--- config.mk ---
export PLATFORM = sky130hd
export DESIGN_NAME = store_buffer
export DESIGN_NICKNAME = d
export VERILOG_FILES = /design/src/rtl/riscv_pkg.sv /design/src/rtl/store_align.sv /design/src/rtl/store_buffer.sv
export SDC_FILE = /design/constraint.sdc
export NUM_CORES = 1
export LEC_CHECK = 0
export ABC_AREA = 1
export CAP_MARGIN = 15
export CORE_MARGIN = 3
export CORE_UTILIZATION = 30
export CTS_CLUSTER_SIZE = 14
export DETAILED_ROUTE_END_ITERATION = 7
export PLACE_DENSITY = 0.56
export SETUP_SLACK_MARGIN = 0.2
export SLEW_MARGIN = 20
export SYNTH_ARGS = -nofsm -noshare
export SYNTH_HDL_FRONTEND = slang
export SYNTH_SLANG_ARGS = --single-unit
export TNS_END_PERCENT = 100
--- constraint.sdc ---
create_clock -name clk -period 1.8 [get_ports clk]
set_clock_uncertainty 0.1 [all_clocks]
set_input_delay 0.54 -clock clk [delete_from_list [all_inputs] [get_ports clk]]
set_output_delay 0.54 -clock clk [all_outputs]
set_load 0.05 [all_outputs]
--- src/rtl/riscv_pkg.sv ---
// Shared RISC-V core definitions used by the store buffer.
// Holds the datapath width, the one-hot access-size encodings and the
// store-buffer entry payload.
package riscv_pkg;

  localparam int unsigned XLEN = 32;

  // One-hot access sizes as presented by execute
  localparam logic [2:0] SIZE_B = 3'b001;
  localparam logic [2:0] SIZE_H = 3'b010;
  localparam logic [2:0] SIZE_W = 3'b100;

  // One buffered store: word address, lane-replicated data, byte enables
  typedef struct packed {
    logic [XLEN-3:0] wadr;
    logic [XLEN-1:0] data;
    logic [3:0]      be;
  } sb_entry_t;

endpackage

--- src/rtl/store_align.sv ---
// Combinational store alignment: replicates the store payload across byte
// lanes, builds byte enables from the low address bits and flags illegal
// alignment or a malformed size code.
// Ports:
//   i_adr_lo     - effective address bits [1:0]
//   i_size       - one-hot access size (byte/half/word)
//   i_data       - rs2 store data, payload in the low bits
//   o_data       - lane-replicated data for the 32-bit bus
//   o_be         - byte enables
//   o_misaligned - store must be dropped
module store_align
  import riscv_pkg::*;
(
  input  logic [1:0]      i_adr_lo,
  input  logic [2:0]      i_size,
  input  logic [XLEN-1:0] i_data,
  output logic [XLEN-1:0] o_data,
  output logic [3:0]      o_be,
  output logic            o_misaligned
);

  always_comb begin
    o_data       = '0;
    o_be         = 4'b0000;
    o_misaligned = 1'b1;
    case (i_size)
      SIZE_B: begin
        o_data       = {4{i_data[7:0]}};
        o_be         = 4'b0001 << i_adr_lo;
        o_misaligned = 1'b0;
      end
      SIZE_H: begin
        o_data       = {2{i_data[15:0]}};
        o_be         = 4'b0011 << i_adr_lo;
        o_misaligned = i_adr_lo[0];
      end
      SIZE_W: begin
        o_data       = i_data;
        o_be         = 4'b1111;
        o_misaligned = |i_adr_lo;
      end
      // zero or multi-hot size codes are treated as misaligned
      default: ;
    endcase
  end

endmodule

--- src/rtl/store_buffer.sv ---
// Store buffer between execute and the data-memory write port. Computes the
// effective address, aligns data/byte enables, queues stores in a DEPTH-entry
// FIFO and drains them in program order over a req/ack handshake.
// Optional feature macro: STORE_BUF_FWD_EN adds ld_adr_i/ld_hit_o, a
// combinational word-address match of a load against pending stores.
// Ports:
//   clk, reset_n                  - clock, async active-low reset
//   st_valid_i / st_ready_o       - store handshake from execute
//   rs1_data_i, immediat_i        - base and offset of the effective address
//   store_data_i, access_size_i   - store payload and one-hot size
//   misalign_o                    - pulse: previous accepted store was dropped
//   mem_req_o / mem_ack_i         - drain handshake to data memory
//   mem_adr_o, mem_data_o, mem_be_o - head entry
//   empty_o                       - no buffered stores
//   ld_adr_i, ld_hit_o            - load overlap check (STORE_BUF_FWD_EN)
module store_buffer
  import riscv_pkg::*;
#(
  parameter int unsigned DEPTH = 4
) (
  input  logic            clk,
  input  logic            reset_n,
  input  logic            st_valid_i,
  output logic            st_ready_o,
  input  logic [XLEN-1:0] rs1_data_i,
  input  logic [XLEN-1:0] immediat_i,
  input  logic [XLEN-1:0] store_data_i,
  input  logic [2:0]      access_size_i,
  output logic            misalign_o,
  output logic            mem_req_o,
  input  logic            mem_ack_i,
  output logic [XLEN-1:0] mem_adr_o,
  output logic [XLEN-1:0] mem_data_o,
  output logic [3:0]      mem_be_o,
`ifdef STORE_BUF_FWD_EN
  input  logic [XLEN-1:0] ld_adr_i,
  output logic            ld_hit_o,
`endif
  output logic            empty_o
);

  localparam int unsigned PW = (DEPTH > 1) ? $clog2(DEPTH) : 1;
  localparam int unsigned CW = $clog2(DEPTH) + 1;

  sb_entry_t       r_mem [DEPTH];
  logic [PW-1:0]   r_wr_ptr;
  logic [PW-1:0]   r_rd_ptr;
  logic [CW-1:0]   r_count;
  logic            r_misalign;

  logic [XLEN-1:0] w_adr;
  logic [XLEN-1:0] w_al_data;
  logic [3:0]      w_al_be;
  logic            w_al_mis;
  logic            w_accept;
  logic            w_push;
  logic            w_pop;
  sb_entry_t       w_new;
  sb_entry_t       w_head;

  // Effective address wraps modulo 2^XLEN
  assign w_adr = rs1_data_i + immediat_i;

  store_align u_align (
    .i_adr_lo     (w_adr[1:0]),
    .i_size       (access_size_i),
    .i_data       (store_data_i),
    .o_data       (w_al_data),
    .o_be         (w_al_be),
    .o_misaligned (w_al_mis)
  );

  assign st_ready_o = (r_count != CW'(DEPTH));
  assign mem_req_o  = (r_count != '0);
  assign empty_o    = (r_count == '0);
  assign misalign_o = r_misalign;

  // A misaligned store completes its handshake but is never written
  assign w_accept = st_valid_i & st_ready_o;
  assign w_push   = w_accept & ~w_al_mis;
  assign w_pop    = mem_ack_i & mem_req_o;

  assign w_new.wadr = w_adr[XLEN-1:2];
  assign w_new.data = w_al_data;
  assign w_new.be   = w_al_be;

  assign w_head     = r_mem[r_rd_ptr];
  assign mem_adr_o  = {w_head.wadr, 2'b00};
  assign mem_data_o = w_head.data;
  assign mem_be_o   = w_head.be;

  // FIFO storage, pointers and occupancy
  always_ff @(posedge clk or negedge reset_n) begin
    if (!reset_n) begin
      for (int i = 0; i < int'(DEPTH); i++) r_mem[i] <= '0;
      r_wr_ptr   <= '0;
      r_rd_ptr   <= '0;
      r_count    <= '0;
      r_misalign <= 1'b0;
    end else begin
      r_misalign <= w_accept & w_al_mis;
      if (w_push) begin
        r_mem[r_wr_ptr] <= w_new;
        r_wr_ptr        <= r_wr_ptr + PW'(1);
      end
      if (w_pop) r_rd_ptr <= r_rd_ptr + PW'(1);
      case ({w_push, w_pop})
        2'b10:   r_count <= r_count + CW'(1);
        2'b01:   r_count <= r_count - CW'(1);
        default: r_count <= r_count;
      endcase
    end
  end

`ifdef STORE_BUF_FWD_EN
  logic [PW-1:0] w_off;

  // Entry i is valid when its distance from the head is below the count;
  // the store being enqueued this cycle is not yet in the array
  always_comb begin
    ld_hit_o = 1'b0;
    w_off    = '0;
    for (int unsigned i = 0; i < DEPTH; i++) begin
      w_off = PW'(i) - r_rd_ptr;
      if ((CW'(w_off) < r_count) &&
          (((ld_adr_i ^ {r_mem[i].wadr, 2'b00}) & ~XLEN'(3)) == '0))
        ld_hit_o = 1'b1;
    end
  end
`endif

endmodule

After elaboration in Yosys (flattened, before gate mapping):

Cells that the tools add are included.
Widths: inputs -> output; s select.

* add/subtract/negate cells: 5
* $lt $le $gt $ge: 3
* equality and inequality tests: 6
* shift-type cells: 2
* multiplexer cells: 10
* bitwise gates (word level): 7
* reduce and logical (&&, ||, !) cells: 5

Operators with widths (number)
* $bwmux 264: 1
* $mux 66: 3
* $bmux 66 s2: 1
* $demux 66 s2: 1
* $pmux 32 s3: 1
* $add 32x32->32: 1
* $pmux 4 s3: 1
* $ge 3x3->1 const B: 2
* $not 2->3: 2
* $pmux 3 s2: 1
* $add 2x1->2 const B: 2
* $and 1x1->1: 4
* $shl 1x2->4 const A: 1
* $shl 2x2->4 const A: 1
* $add 3x1->3 const B: 1
* $eq 3x1->1 const B: 1
* $eq 3x2->1 const B: 1
* $eq 3x3->1 const B: 1
* $logic_not 3->1: 1
* $lt 3x1->1 const B: 1
* $ne 3x3->1 const B: 1
* $pmux 1 s3: 1
* $reduce_bool 3->1: 1
* $sub 3x1->3 const B: 1
* 6 further kinds: 6

* register bits: 272
* bits of input ports: 103
* output and inout port bits: 72
* word-level logic and storage cells: 54

Logic depth before layout (Yosys ltp):

Gate-level depths: netlist of the first run.

* depth after elaboration: 7
* depth in mapped cells: 13
* depth with buffers taken out: 13

Hierarchy:

Synthesis of the first run repeated with hierarchy kept, for this count alone.

* cells, all modules: 2113
* area, all modules: 14994.4 µm²

Modules (own cells, without submodules)
* store_buffer: instances 1, cells each 2000, area each 14495.2 µm², sequential area each 6806.5 µm²
* store_align: instances 1, cells each 113, area each 499.2 µm², sequential area each 0.0 µm²

Worst setup path before layout of the first run:

No wires, ideal clock.

* kind: input to register
* start: in rs1_data_i[0]
* end: reg r_count[2]
* library setup time: 0.124 ns
* data arrival time: 2.693 ns
* required time: 1.576 ns
* slack: -1.117 ns
* cell stages on the path: 12
* buffers on the path: 0
* cells stage by stage: ha_1 > fa_1 > nor2_1 > o21ai_1 > nor2_4 > nand2_8 > ha_1 > inv_1 > fa_1 > a21oi_1 > o21ai_0 > xnor2_1

* longest elaborated chain between the ends: 7
* elaborated cells between the ends (all ways): 9
* classes of those cells: 1 x add/sub; 2 x eq/ne; 2 x mux; 2 x bitwise; 2 x reduce/logical

Ends and longest elaborated chain
* start, declared: line store_buffer.sv:25 `input logic [XLEN-1:0] rs1_data_i,`
* $add 32x32->32 *: line store_buffer.sv:62 `assign w_adr = rs1_data_i + immediat_i;`
* $reduce_or 2->1: line store_align.sv:40 `o_misaligned = |i_adr_lo;`
* $pmux 1 s3 *: line store_align.sv:26 `case (i_size)`
* $not 1->1 *: line store_buffer.sv:80 `assign w_push = w_accept & ~w_al_mis;`
* $and 1x1->1 *: line store_buffer.sv:80
* $eq 2x1->1 or $eq 2x2->1 (tied branches): line store_buffer.sv:107 `case ({w_push, w_pop})`
* $pmux 3 s2 or $reduce_bool 2->1 (tied branches)
* end signal, assigned: line store_buffer.sv:108 `2'b10: r_count <= r_count + CW'(1);`
* end signal, assigned: line store_buffer.sv:109 `2'b01: r_count <= r_count - CW'(1);`
* end signal, assigned: line store_buffer.sv:110 `default: r_count <= r_count;`
* end, declared: line store_buffer.sv:48 `logic [CW-1:0] r_count;`

Mark *: on every way between the ends. The rest lies on a longest branch, timed or not.
A chain may end at the register's enable or synchronous reset.

Worst setup path after layout of the first run:

* start: reg r_rd_ptr[0]
* end: out mem_data_o[5]

* longest elaborated chain between the ends: 4

Ends and longest elaborated chain
* start, declared: line store_buffer.sv:47 `logic [PW-1:0] r_rd_ptr;`
* start signal, assigned: line store_buffer.sv:106 `if (w_pop) r_rd_ptr <= r_rd_ptr + PW'(1);`
* $not 2->3 (not written as such): line store_buffer.sv:87 `assign w_head = r_mem[r_rd_ptr];`
* $bmux 66 s2: line store_buffer.sv:87
* $mux 66 (not written as such) (2 in a row): line store_buffer.sv:87
* end, declared: line store_buffer.sv:33 `output logic [XLEN-1:0] mem_data_o,`

No other way between the ends. The select of a mux whose other input is x is not followed.

==> results.cfg, run 1 <==
[synthesis]
post_synth_main_area_contributors = sky130_fd_sc_hd__dfrtp_1 (45%), sky130_fd_sc_hd__nand2_1 (24%), sky130_fd_sc_hd__o21ai_0 (5.1%)
synthesis.area_per_instance_um2 = 7.09
synth.most_common_cell = sky130_fd_sc_hd__nand2_1
post_synth_most_frequent_cells = sky130_fd_sc_hd__nand2_1 (950), sky130_fd_sc_hd__dfrtp_1 (272), sky130_fd_sc_hd__nor2_1 (183)
syn_std_cell_area_um2 = 15000
synth-edff-count = 0
postSynth.topFlopCell = sky130_fd_sc_hd__dfrtp_1
synth_seq_cells = 272
synthDominantAreaCellType = sky130_fd_sc_hd__dfrtp_1
synth.yosys.seq_area_share_pct = 45.5
netlist.area_leader.share_pct = 45.5
synth-async-reset-ratio_pct = 100
post_synth_inst_count = 2111
ys_types = 33
yosys_warnings = 0

[global_route]
number_of_global_route_vias_before_repair = 15213
grt_first_pass_wirelength_mm = 85.0
use_met1_pct = 27.2
initial_antenna_violation_count = 0
gr-max-usage-layer = met2
groute.usage.overall_pct = 20.2
overflow = 0
pin_count_of_the_biggest_net_entering_global_routing = 62
met2_usage_pct = 34.5
gr-usage-met3_pct = 2.57

[placement]
place_hpwl_mm = 35.8
placement.io_buffers = 172
place_congestion = 0.910
placement.setup.worst_slack_ps = -1560

[floorplan]
coreArea_um2 = 49200
floorplan.initialDensity_pct = 30.5
dieWidth_um = 229
chipHeight_um = 229
std_cell_rows = 81
design.portCount = 175
design.die.area_um2 = 52600

[cts]
clkLatencyLatePin_ps = 580
cts_sinks = 272
cts-root-buf = sky130_fd_sc_hd__clkbuf_16
cts_made_buffers = 31
clock_path_buffers = 3
clock_tree_from_tritoncts = done
htreeDepth = 1
path_clk_slew_ps = 60

[layout]
drive_above_1_share_pct = 41.9
final_net_count = 2680
area_delta_synth_final_pct = 79.5
utilization_pct = 54.7
count_of_inserted_antenna_diode_cells = 0

[sta]
period_share_pct = 152
report.final.setup_viol = 338
timing.hold.ws_ps = 324
rsz0062_at_grt = true
max_freq_mhz = 366
timing_hold_violations_final = 0
min_period_ps = 2730
max_slew.worst_pin.slew_ps = 651
drv_slew = 0
setup_slack_ps = -933
slew-limit-headroom_pct = 56.2

[setup_path]
critPathKind = reg -> out
r2r_start = r_count[0]
rr_endpoint = r_mem[19]
timing.critical_path.to_type = primary output
maximum_fanout_count_along_the_critical_path = 6
reg2regPathDepth = 13
reg2reg_setup_slack_ps = -380
cp_data_arrival_time_ps = 2090
required_ps = 1160
startpoint_type = register

[status]
violations = setup timing
run_status = finished, violations left

[drt]
routed_via_density = 4.99
route.detailed.drc = 0
drtPass1Iterations = 7
sum_of_routed_wire_length_over_all_layers_mm = 63.5
detail-route-antenna-nets = 0
post_drt_wl_per_cell_um = 19.7
drt_first_iter_violations = 1152
vias = 16113

[flow_run]
drv_cap = 0

[power]
total_power_density_per_cell_area_nw_per_um2 = 1860
power_leakage_nw = 12.9
vdd_ir_drop_max_mv = 1.02

[hold_path]
type_of_the_most_critical_hold_path = in -> async
[what timing repair did]
item                                   in CTS  in global routing
gates resized for setup                   123                766
gates cloned                               19                 47
pin swaps                                  31                 93
endpoints found under the hold margin      32                  0
setup endpoints to repair                 340                341
hold buffers                                1                  0
buffers inserted                           18                 38
[placed cells by master (no fill, tap or decap), types with 10 or more instances in the layout]
master	instances
sky130_fd_sc_hd__nand3_1	49
sky130_fd_sc_hd__o21ai_1	89
sky130_fd_sc_hd__clkbuf_16	64
sky130_fd_sc_hd__nor2_1	70
sky130_fd_sc_hd__dfrtp_1	270
sky130_fd_sc_hd__clkdlybuf4s50_1	94
sky130_fd_sc_hd__buf_16	32
sky130_fd_sc_hd__xor2_1	13
sky130_fd_sc_hd__nor2_2	18
sky130_fd_sc_hd__nand2_1	648
sky130_fd_sc_hd__buf_6	38
sky130_fd_sc_hd__inv_1	147
sky130_fd_sc_hd__buf_4	167
sky130_fd_sc_hd__nand2_4	114
sky130_fd_sc_hd__o22ai_4	66
sky130_fd_sc_hd__o21ai_0	24
sky130_fd_sc_hd__o21ai_2	51
sky130_fd_sc_hd__buf_12	107
sky130_fd_sc_hd__a21oi_1	19
sky130_fd_sc_hd__ha_1	26
sky130_fd_sc_hd__nor2_4	97
sky130_fd_sc_hd__nand2_2	189
sky130_fd_sc_hd__clkinv_2	11
sky130_fd_sc_hd__buf_8	10
sky130_fd_sc_hd__nand3_2	45
[final cells by class]
type,instances,area [µm²]
clock inverters,14,114
repair buffers,488,6710
multi-input cells,1582,10700
flip-flops and latches,272,6810
inverters,159,722
repair inverters,5,73.8
well taps,664,831
clock buffers,43,901
fillers,4299,22300
[worst max-delay path by stage]
stage	startpoint	end	slack, ps	cells after the start
6_report	r_rd_ptr[0]	mem_data_o[5]	-930	8
5_1_grt	r_rd_ptr[0]	mem_data_o[6]	-990	7
4_1_cts	r_rd_ptr[0]	mem_adr_o[18]	-990	4
3_5_place_dp	rs1_data_i[0]	r_count[2]	-1560	13
3_3_place_gp	rs1_data_i[0]	r_count[2]	-1630	13
2_1_floorplan	rs1_data_i[0]	r_count[2]	-940	12
[through the flow]
| stage | std cells | total power [mW] | area [µm²] | setup TNS, ps |
|---|---|---|---|---|
| finish | 3227 | 50.0 | 26900 | -176690 |
| floorplan | 2112 | 27.3 | 16900 | -162370 |
| CTS | 3142 | 44.0 | 23100 | -156240 |
| detailed placement | 3047 | 36.8 | 21100 | -428520 |
| global route | 3227 | 52.3 | 26900 | -194200 |
| global placement | 3047 | 36.4 | 21100 | -427030 |
[logic make-up (layout without fill, tap and decap cells)]
logic type | after synthesis | after routing | synth area share (%)
simple gates | 1252 | 1252 | 33.3
flops | 272 | 272 | 45.5
compound gates | 270 | 270 | 9.74
buf+inv | 258 | 709 | 7.07
fa+ha+maj | 38 | 38 | 3.28
xor+xnor | 20 | 20 | 1.17
other cells | 1 | 2 | 0.0250
[power by group]
| group | total, mW | internal [mW] | switching [mW] |
|---|---|---|---|
| registers | 11.7 | 8.85 | 2.87 |
| clock network | 6.34 | 3.63 | 2.70 |
| logic | 32.0 | 14.7 | 17.3 |
| total | 50.0 | 27.1 | 22.9 |
[sequential cells by signal, summed over array words and instances (netlist names)]
name / flops
misalign_o: 1
r_count: 3
r_mem: 264
r_rd_ptr: 2
r_wr_ptr: 2
[routing by layer]
| layer | part of all wire (%) | wire length (µm) |
|---|---|---|
| met5 | 0 | 0 |
| met4 | 3.3 | 2100 |
| met3 | 6.7 | 4270 |
| met2 | 49 | 31100 |
| met1 | 41 | 26000 |
[worst max-delay path: stages, from the launching register on]
cell,delay [ps]
sky130_fd_sc_hd__dfrtp_4,490
sky130_fd_sc_hd__buf_12,160
sky130_fd_sc_hd__clkinv_16,80
sky130_fd_sc_hd__buf_16,130
sky130_fd_sc_hd__buf_8,120
sky130_fd_sc_hd__buf_4,120
sky130_fd_sc_hd__nor2_4,30
sky130_fd_sc_hd__o22ai_4,190
sky130_fd_sc_hd__buf_12,170
(Power assumes the default switching activity.)
==> run 2: changes to the inputs <==
==> constraint.sdc (replaced) <==
create_clock -name clk -period 1.8 [get_ports clk]
set_clock_uncertainty 0.1 [all_clocks]
set_input_delay 0.54 -clock clk [delete_from_list [all_inputs] [get_ports clk]]
set_output_delay 0.54 -clock clk [all_outputs]
set_load 0.02 [all_outputs]
==> results.cfg, run 2 (synthesis results as in run 1) <==
[status]
run_status = finished, violations left
violations = setup timing

[setup_path]
critPathCapture = mem_data_o[11]
cp.buffers_inverters = 5
r2r_start = r_count[2]
startpoint_type = register
required_ps = 1160
crit_start = r_rd_ptr[0]
crit_path_frequent_cell = sky130_fd_sc_hd__buf_12
reg2reg_setup_slack_ps = -330
critPathKind = reg -> out
cpPeakStageDelay_ps = 490
timing.critical_path.to_type = primary output
maximum_fanout_count_along_the_critical_path = 8
rr_endpoint = r_mem[116]
reg2regPathDepth = 13
crit_slowest_cell = sky130_fd_sc_hd__dfrtp_4
critical-path-top-delay-family = buffers and inverters
cp_data_arrival_time_ps = 2080
path_cells = buf_12 > buf_12 > buf_16 > buf_12 > o21ai_4 > o22ai_4 > buf_6
path_depth = 7

[placement]
placement.setup.worst_slack_ps = -1490
place_hpwl_mm = 36.6
place.detailed.instances = 3076
placement.io_buffers = 172
place_congestion = 0.881

[global_route]
groute.usage.overall_pct = 21.6
pin_count_of_the_biggest_net_entering_global_routing = 87
initial_antenna_violation_count = 0
overflow = 0
grt_first_pass_wirelength_mm = 90.2
number_of_global_route_vias_before_repair = 15733

[sta]
period_share_pct = 151
max_freq_mhz = 367
timing_hold_violations_final = 0
rsz0062_at_grt = true
max_slew.worst_pin.slew_ps = 787
slew-limit-headroom_pct = 47.0
report.final.setup_viol = 339
setup_slack_ps = -922
timing.hold.ws_ps = 280
drv_slew = 0
min_period_ps = 2720

[drt]
sum_of_routed_wire_length_over_all_layers_mm = 63.2
detail-route-antenna-nets = 0
drt_first_iter_violations = 1100
vias = 16179
routed_via_density = 4.95
route.detailed.drc = 0
drtPass1Iterations = 5
post_drt_wl_per_cell_um = 19.3

[floorplan]
floorplan.initialDensity_pct = 30.5
chipHeight_um = 229
dieWidth_um = 229
std_cell_rows = 81
coreArea_um2 = 49200
design.die.area_um2 = 52600
design.portCount = 175

[cts]
htreeDepth = 1
cts_made_buffers = 30
clkLatencyLatePin_ps = 570
path_clk_slew_ps = 70
clock_path_buffers = 3
cts_sinks = 272
clock_tree_from_tritoncts = done
cts-root-buf = sky130_fd_sc_hd__clkbuf_16

[layout]
drive_above_1_share_pct = 38.8
area_delta_synth_final_pct = 77.7
layoutNonFillerInstCount = 3270
reg.largest.list = r_mem x264, r_count x3
max_flop_register = r_mem
layout.cells.most_common_list = sky130_fd_sc_hd__nand2_1 (767), sky130_fd_sc_hd__dfrtp_1 (270), sky130_fd_sc_hd__buf_4 (188), sky130_fd_sc_hd__inv_1 (149), sky130_fd_sc_hd__nand2_2 (142)
largest_reg_flops = 264
filler_cell_count = 4259
mostFrequentLayoutCell = sky130_fd_sc_hd__nand2_1
final_net_count = 2723
count_of_inserted_antenna_diode_cells = 0

[power]
total_power_density_per_cell_area_nw_per_um2 = 1730
power_leakage_nw = 13.0
vdd_ir_drop_max_mv = 0.876

[hold_path]
type_of_the_most_critical_hold_path = in -> async

[flow_run]
drv_cap = 0
-- run 2: report_power, final --
| group | switching, mW | internal [mW] | total (mW) |
|---|---|---|---|
| combinational | 14.4 | 13.6 | 28.0 |
| sequential | 2.71 | 8.85 | 11.6 |
| clock | 2.65 | 3.83 | 6.47 |
-- run 2: worst min path at each step --
stage	from	endpoint	cells past startpoint
floorplan	reset_n	misalign_o	0
global placement	reset_n	r_mem[30]	1
detailed placement	reset_n	r_mem[224]	1
CTS	reset_n	r_mem[30]	2
global route	reset_n	r_mem[30]	2
finish	reset_n	r_mem[30]	2
-- run 2: area by class of cell --
| class | instances | area [µm²] | share of cell area, % |
|---|---|---|---|
| Timing Repair Buffer | 532 | 6790 | 25.5 |
| Tap cell | 664 | 831 | 3.12 |
| Clock inverter | 15 | 166 | 0.626 |
| Clock buffer | 41 | 873 | 3.28 |
| Timing Repair inverter | 5 | 72.6 | 0.273 |
| Sequential cell | 272 | 6810 | 25.6 |
| Inverter | 159 | 693 | 2.61 |
| Multi-Input combinational cell | 1582 | 10400 | 39.0 |
-- run 2: through the flow --
stage	TNS (ps)	utilization, %	power (mW)	cell area, µm²
CTS	-159420	49.9	43.5	24500
detailed placement	-435350	42.8	32.4	21000
global placement	-424070	42.8	32.0	21000
global route	-230600	54.1	48.4	26600
finish	-209030	54.1	46.0	26600
floorplan	-152830	-	24.7	17100
-- run 2: timing repair --
action / in CTS / in global routing
hold buffers: 1 / 0
pin swaps: 62 / 93
setup buffers: 51 / 28
resized for setup: 745 / 317
hold endpoints to repair: 101 / 0
gates cloned: 30 / 28
setup endpoints to repair: 340 / 340
-- run 2: per-layer routing --
metal / part of all wire (%) / up-vias / track usage, %
li1: - / 7644 / -
met1: 41 / 7830 / 28.6
met2: 50 / 571 / 38.1
met3: 6.1 / 134 / 2.21
met4: 3.0 / 0 / 4.45
met5: 0 / - / 0
